==> src/rtl/fifo_ctrl_dp.sv <==
// Purpose: FIFO controller around a dual-port async-read RAM; write port from valid/ready producer, read port to consumer.
// Latency: a word pushed on edge N is poppable from cycle N+1; read data is combinational from the RAM (no bypass when empty).
// Backpressure: wr_ready = !full (a same-cycle pop does not unblock), rd_valid = !empty; optional ovf/udf under FIFO_CTRL_ERR_EN.
module fifo_ctrl_dp #(
  parameter int WIDTH     = 8,
  parameter int DEPTH     = 16,
  parameter int DEPTH_LOG = $clog2(DEPTH)
) (
  input  logic                 clk,
  input  logic                 rst,
  input  logic                 flush,
  input  logic                 wr_valid,
  output logic                 wr_ready,
  input  logic [WIDTH-1:0]     wr_data,
  output logic                 rd_valid,
  input  logic                 rd_ready,
  output logic [WIDTH-1:0]     rd_data,
  output logic [DEPTH_LOG:0]   count,
  output logic                 ram_we,
  output logic [DEPTH_LOG-1:0] ram_addr_wr,
  output logic [DEPTH_LOG-1:0] ram_addr_rd,
  output logic [WIDTH-1:0]     ram_data_wr,
  input  logic [WIDTH-1:0]     ram_rd_data
`ifdef FIFO_CTRL_ERR_EN
  ,
  output logic                 ovf,
  output logic                 udf
`endif
);

  // Pointers carry one extra wrap bit so full and empty are distinguishable.
  logic [DEPTH_LOG:0] wr_ptr;
  logic [DEPTH_LOG:0] rd_ptr;
  logic [DEPTH_LOG:0] count_q;
  logic               empty;
  logic               full;
  logic               clear;
  logic               push;
  logic               pop;

  // Status and handshake decode from registered pointers only.
  always_comb begin
    empty = (wr_ptr == rd_ptr);
    full  = (wr_ptr[DEPTH_LOG-1:0] == rd_ptr[DEPTH_LOG-1:0]) &&
            (wr_ptr[DEPTH_LOG] != rd_ptr[DEPTH_LOG]);
    clear = rst | flush;
    wr_ready = !full;
    rd_valid = !empty;
    // A clearing cycle discards any transfer so the RAM is never written.
    push = wr_valid & wr_ready & !clear;
    pop  = rd_valid & rd_ready & !clear;
  end

  // RAM port drive: write port follows the tail, read port follows the head.
  always_comb begin
    ram_we      = push;
    ram_addr_wr = wr_ptr[DEPTH_LOG-1:0];
    ram_data_wr = wr_data;
    ram_addr_rd = rd_ptr[DEPTH_LOG-1:0];
    rd_data     = ram_rd_data;
    count       = count_q;
  end

  // Pointer and occupancy update; clear wins over any transfer.
  always_ff @(posedge clk) begin
    if (clear) begin
      wr_ptr  <= '0;
      rd_ptr  <= '0;
      count_q <= '0;
    end else begin
      if (push) wr_ptr <= wr_ptr + (DEPTH_LOG+1)'(1);
      if (pop)  rd_ptr <= rd_ptr + (DEPTH_LOG+1)'(1);
      case ({push, pop})
        2'b10:   count_q <= count_q + (DEPTH_LOG+1)'(1);
        2'b01:   count_q <= count_q - (DEPTH_LOG+1)'(1);
        default: count_q <= count_q;
      endcase
    end
  end

`ifdef FIFO_CTRL_ERR_EN
  // Sticky error flags: attempted write while full, attempted read while empty.
  always_ff @(posedge clk) begin
    if (clear) begin
      ovf <= 1'b0;
      udf <= 1'b0;
    end else begin
      if (wr_valid && full) ovf <= 1'b1;
      if (rd_ready && empty) udf <= 1'b1;
    end
  end
`endif

endmodule

==> config.mk <==
export PLATFORM = sky130hd
export DESIGN_NAME = fifo_ctrl_dp
export DESIGN_NICKNAME = d
export VERILOG_FILES = /design/src/rtl/fifo_ctrl_dp.sv
export SDC_FILE = /design/constraint.sdc
export NUM_CORES = 1
export LEC_CHECK = 0
export CAP_MARGIN = 10
export CORE_MARGIN = 1.5
export CORE_UTILIZATION = 38
export CTS_BUF_LIST = sky130_fd_sc_hd__clkbuf_8
export DETAILED_ROUTE_END_ITERATION = 7
export HOLD_SLACK_MARGIN = 0.12
export PLACE_DENSITY = 0.8
export SLEW_MARGIN = 20
export SYNTH_ARGS = -nofsm -noshare
export SYNTH_HDL_FRONTEND = slang
export SYNTH_SLANG_ARGS = --single-unit
==> constraint.sdc <==
create_clock -name clk -period 3 [get_ports clk]
set_clock_uncertainty 0.15 [all_clocks]
set_input_delay 0.6 -clock clk [delete_from_list [all_inputs] [get_ports clk]]
set_output_delay 0.6 -clock clk [all_outputs]
set_load 0.005 [all_outputs]
### Word level (Yosys, flattened, before mapping)

Cells that the tools add are included.

* output and inout bits: 32
* word-level logic and storage cells: 23
* input port bits: 21
* flip-flop bits (word level): 15

* add/subtract/negate cells: 4
* reduce and logical (&&, ||, !) cells: 5
* eq/ne operators: 5
* bitwise logic cells: 5
* mux-type cells: 1

Operator list (count)
* $add A5 B1 Y5 const B: 3
* $pmux W5 S2: 1
* $eq A5 B5 Y1: 1
* $sub A5 B1 Y5 const B: 1
* $and A1 B1 Y1: 4
* $eq A4 B4 Y1: 1
* $logic_not A1 Y1: 3
* $eq A2 B1 Y1 const B: 1
* $eq A2 B2 Y1 const B: 1
* $reduce_bool A2 Y1: 1
* $logic_and A1 B1 Y1: 1
* $ne A1 B1 Y1: 1
* $or A1 B1 Y1: 1

### Longest topological paths before layout

* depth after elaboration: 7
* depth in mapped cells: 10
* mapped depth without buffers: 10

### Worst setup path before layout

Ideal clock, no wire load.

* path type: register -> register
* start point: reg rd_ptr[1]
* end point: reg count_q[4] (netlist: count[4])
* period minus slack after synthesis: 2.919 ns
* data arrival time: 2.697 ns
* required time: 2.778 ns
* library setup time: 0.072 ns
* cell stages (with the launch flop): 11
* path buffers: 0
* slack: 0.081 ns
* cells stage by stage: dfxtp_1 xor2_1 nor4_4 a21boi_2 and2_1 ha_1 fa_1 a21o_1 a21oi_1 mux2i_1 mux2i_1

RTL lines
* start: declaration: RTL line 33 `logic [DEPTH_LOG:0] rd_ptr;`
* start signal: assignment: RTL line 72 `if (pop) rd_ptr <= rd_ptr + (DEPTH_LOG+1)'(1);`
* $eq A5 B5 Y1 *: RTL line 43 `empty = (wr_ptr == rd_ptr);`
* $logic_not A1 Y1 *: RTL line 48 `rd_valid = !empty;`
* $and A1 B1 Y1 * (2 in series): RTL line 51 `pop = rd_valid & rd_ready & !clear;`
* named net pop: RTL line 39 `logic pop;`
* $eq A2 B1 Y1 or $eq A2 B2 Y1 (tied branches): RTL line 73 `case ({push, pop})`
* $pmux W5 S2 or $reduce_bool A2 Y1 (tied branches)
* end signal: assignment: RTL line 74 `2'b10: count_q <= count_q + (DEPTH_LOG+1)'(1);`
* end signal: assignment: RTL line 75 `2'b01: count_q <= count_q - (DEPTH_LOG+1)'(1);`
* end signal: assignment: RTL line 76 `default: count_q <= count_q;`
* end: declaration: RTL line 34 `logic [DEPTH_LOG:0] count_q;`

The timed path passes the listed nets; every way through them passes the cells marked *.
A chain may end at the register's enable or synchronous reset.

### Final worst setup path

* start point: in flush
* end point: out ram_we

* longest elaborated chain between the ends: 3

RTL lines
* start: declaration: RTL line 11 `input logic flush,`
* $or A1 B1 Y1: RTL line 46 `clear = rst | flush;`
* $logic_not A1 Y1: RTL line 50 `push = wr_valid & wr_ready & !clear;`
* $and A1 B1 Y1: RTL line 50
* end: declaration: RTL line 19 `output logic ram_we,`

Every way passes these cells.

==> impl_summary.log <==
[metrics] run status: complete, no violations
[metrics] global route overflow: 0
[metrics] DRC errors left: 0
[metrics] share of total power in combinational logic: 14.3%
[metrics] Initial Util: 40.34%
[metrics] number of levels the H-tree was split into: 1
[metrics] first drt pass iteration count: 4
[metrics] Highest Clock Rate: 346.4 MHz
[metrics] Inserted Diodes: 0
[metrics] total clock sinks: 15
[metrics] slew at the pin closest to its max-slew limit: 409.3 ps
[metrics] Netlist Area Pre-Place: 0.001112 mm^2
[metrics] Clock Latency Late Sink: 250 ps
[metrics] most common library cell in the layout ignoring fill and taps: sky130_fd_sc_hd__clkdlybuf4s50_1
[metrics] vias per cell: 5.153
[metrics] power dissipated by switching net loads: 0.00009963 W
[metrics] via count: 876
[metrics] startpoint class of the critical path: input port
[metrics] fraction of power consumed by the clock network: 37.8%
[metrics] number of max-slew violations in the final report: 0
[metrics] die boundary width: 57.11 um
[metrics] Floorplan Core Area: 0.002758 mm^2
[metrics] maximum number of pins on one net before global-route repair: 16
[metrics] clock buffers created by TritonCTS: 3
[metrics] count of yosys warnings during synthesis: 0
[metrics] unique cell type count in the Yosys netlist: 22
[metrics] Leakage: 0.5828 nW
[metrics] Post CTS Setup Buffer Count: 0
[metrics] port bufs: 20
[metrics] Post-CTS Hold Fix Bufs: 0
[metrics] global router's overall resource usage: 14.90%
[metrics] proportion of power drawn by flip-flops and latches: 47.9%
[metrics] Slew headroom: 72.62%
[metrics] initial antenna violation count: 0
[metrics] post-cts gate resize count: 0
[metrics] root buf cell: sky130_fd_sc_hd__clkbuf_8
[metrics] sequential share of the synthesized area: 27.00%
[metrics] endpoints failing hold: 0
[metrics] areal power density over the cells: 322.0 mW/mm^2
[metrics] WL final: 2318 um
[metrics] HP Class: reg -> reg
[metrics] synthesized area divided by synthesized cell count: 8.690 um^2
[metrics] hold slack final: 331.6 ps
[metrics] post-CTS clock slew at the launch and capture registers of the worst setup and hold paths: 60 ps
[metrics] net switching share of the total power: 23.50%
[metrics] area after detailed placement: 0.001269 mm^2
[metrics] commonest cells after routing, fill and taps aside: 20 x sky130_fd_sc_hd__clkdlybuf4s50_1, 18 x sky130_fd_sc_hd__nand2_1, 15 x sky130_fd_sc_hd__dfxtp_1, 15 x sky130_fd_sc_hd__buf_4, 13 x sky130_fd_sc_hd__mux2i_1
[metrics] critical path data required time: 2250 ps
[metrics] buffer levels on the longest clock path: 2
[metrics] RD Place Congestion: 0.8263
[metrics] number of global-route vias before repair: 893
[metrics] Setup crit end kind: output pin
[metrics] number of max-cap violations: 0
[metrics] Synth Net Count: 156
[metrics] number of top-level design ports: 53
[metrics] # fillers: 260
[metrics] final cycle utilization of the critical path: 96.22%
[metrics] internal power component: 0.0003242 W
[metrics] Crit path arrival time: 2140 ps
[metrics] antenna viol nets, final: 0
[metrics] violation count after the first detailed-routing iteration: 17
[metrics] flip-flop and latch count after synthesis: 15
[metrics] fraction of final layout cells with drive strength greater than 1: 16.55%
[metrics] Worst VDD drop: 0.2238 mV
[metrics] Worst Setup Path Type: in -> out
[metrics] nets@finish: 168
[metrics] setup repair after global routing missed its margin: no
[metrics] count of mapped cells out of synthesis: 128
[metrics] min Tclk post-route: 2887 ps
[metrics] average routed wire per standard cell: 13.64 um
[metrics] CTS tree: built
[metrics] Final Setup Violations: 0
[metrics] Area growth syn-to-layout: 18.33%
[metrics] maximum fanout count along the critical path: 15
[metrics] detailed placement HPWL: 1740 um
[metrics] Die Footprint: 0.003261 mm^2
[metrics] cell row count: 19
[metrics] first-pass GRT wire length: 3891 um
[metrics] die height: 57.11 um
[metrics] Non-Filler Cell Area, Final: 0.001316 mm^2
-- logic make-up (layout without fill, tap and decap cells) --
logic type,after synthesis,after routing,synth area share (%)
compound gates,14,14,8.211
xor+xnor,9,9,7.087
fa+ha+maj,7,7,8.549
buf+inv,28,39,17.55
flops,15,15,27.00
mux,13,13,11.70
simple gates,42,42,19.91
-- synth_stat cells --
| master | count | share of area (%) |
|---|---|---|
| sky130_fd_sc_hd__or3_1 | 9 | 5.1 |
| sky130_fd_sc_hd__dfxtp_1 | 15 | 27 |
| sky130_fd_sc_hd__nor3_1 | 3 | 1.3 |
| sky130_fd_sc_hd__a21boi_2 | 2 | 2.0 |
| sky130_fd_sc_hd__nor4_4 | 1 | 1.9 |
| sky130_fd_sc_hd__fa_1 | 1 | 1.8 |
| sky130_fd_sc_hd__and2_2 | 1 | 0.68 |
| sky130_fd_sc_hd__ha_1 | 6 | 6.7 |
| sky130_fd_sc_hd__mux2i_1 | 13 | 12 |
| sky130_fd_sc_hd__and2_1 | 1 | 0.56 |
| sky130_fd_sc_hd__buf_4 | 24 | 16 |
| sky130_fd_sc_hd__clkbuf_1 | 4 | 1.3 |
| sky130_fd_sc_hd__a21oi_1 | 9 | 4.0 |
| sky130_fd_sc_hd__o41ai_1 | 1 | 0.79 |
| sky130_fd_sc_hd__nand4_1 | 4 | 2.2 |
| sky130_fd_sc_hd__nor2_1 | 3 | 1.0 |
| sky130_fd_sc_hd__a21o_1 | 2 | 1.3 |
| sky130_fd_sc_hd__xor2_1 | 7 | 5.5 |
| sky130_fd_sc_hd__nor2b_1 | 1 | 0.56 |
| sky130_fd_sc_hd__nand2_1 | 18 | 6.1 |
| sky130_fd_sc_hd__xnor2_1 | 2 | 1.6 |
| sky130_fd_sc_hd__nand3_1 | 1 | 0.45 |
-- per-layer routing --
layer | share of wire (%) | vias to the layer above | global-route usage [%]
li1 | - | 443 | -
met1 | 44 | 410 | 17.79
met2 | 49 | 20 | 25.45
met3 | 5.7 | 3 | 3.628
met4 | 1.5 | 0 | 6.312
met5 | 0 | - | 0
-- flip-flops by register name, summed over array words and instances, names as in the netlist --
register	flops
rd_ptr	5
wr_ptr	5
count	5
-- path summary, 6_finish.rpt --
| check | startpoint | endpoint | slack [ps] | cells after the start |
|---|---|---|---|---|
| max | flush | ram_we | 110 | 5 |
| max reg2reg | rd_ptr[1] | count[4] | 240 | 10 |
| min reg2reg | count[4] | count[4] | 330 | 2 |
| min | count[4] | count[4] | 330 | 2 |
-- power by group through the flow --
stage	Combinational, W	Sequential (W)	Clock (W)
global placement	0.0000586	0.000207	0
detailed placement	0.0000598	0.000207	0
CTS	0.0000604	0.000203	0.000163
floorplan	0.0000474	0.000208	0
finish	0.0000605	0.000203	0.000160
global route	0.0000665	0.000203	0.000173
-- critical path: stages --
cell and delay (ps):
sky130_fd_sc_hd__clkdlybuf4s50_1 430, sky130_fd_sc_hd__nor2_1 210, sky130_fd_sc_hd__buf_4 240, sky130_fd_sc_hd__and2_2 160, sky130_fd_sc_hd__clkdlybuf4s50_1 490
-- per-stage QoR --
stage	std cells	setup TNS [ps]	utilization, %	power (W)	worst slack (ps)
after global routing	170	0	47.73	0.0004423	36.44
after global placement	166	0	46.01	0.0002659	17.74
after floorplan	128	0	-	0.0002552	81.15
final	170	0	47.73	0.0004239	113.4
after detailed placement	166	-39.91	46.01	0.0002672	-39.91
after CTS	170	0	47.64	0.0004266	114.1
-- cell type report --
class / count / area, um^2 / share of cell area [%]
well taps: 31 / 38.79 / 2.947
clock inverters: 1 / 3.754 / 0.2852
clock buffers: 3 / 41.29 / 3.137
flip-flops and latches: 15 / 300.3 / 22.81
multi-input cells: 85 / 619.3 / 47.05
repair buffers: 35 / 312.8 / 23.76
(Power assumes the default switching activity.)
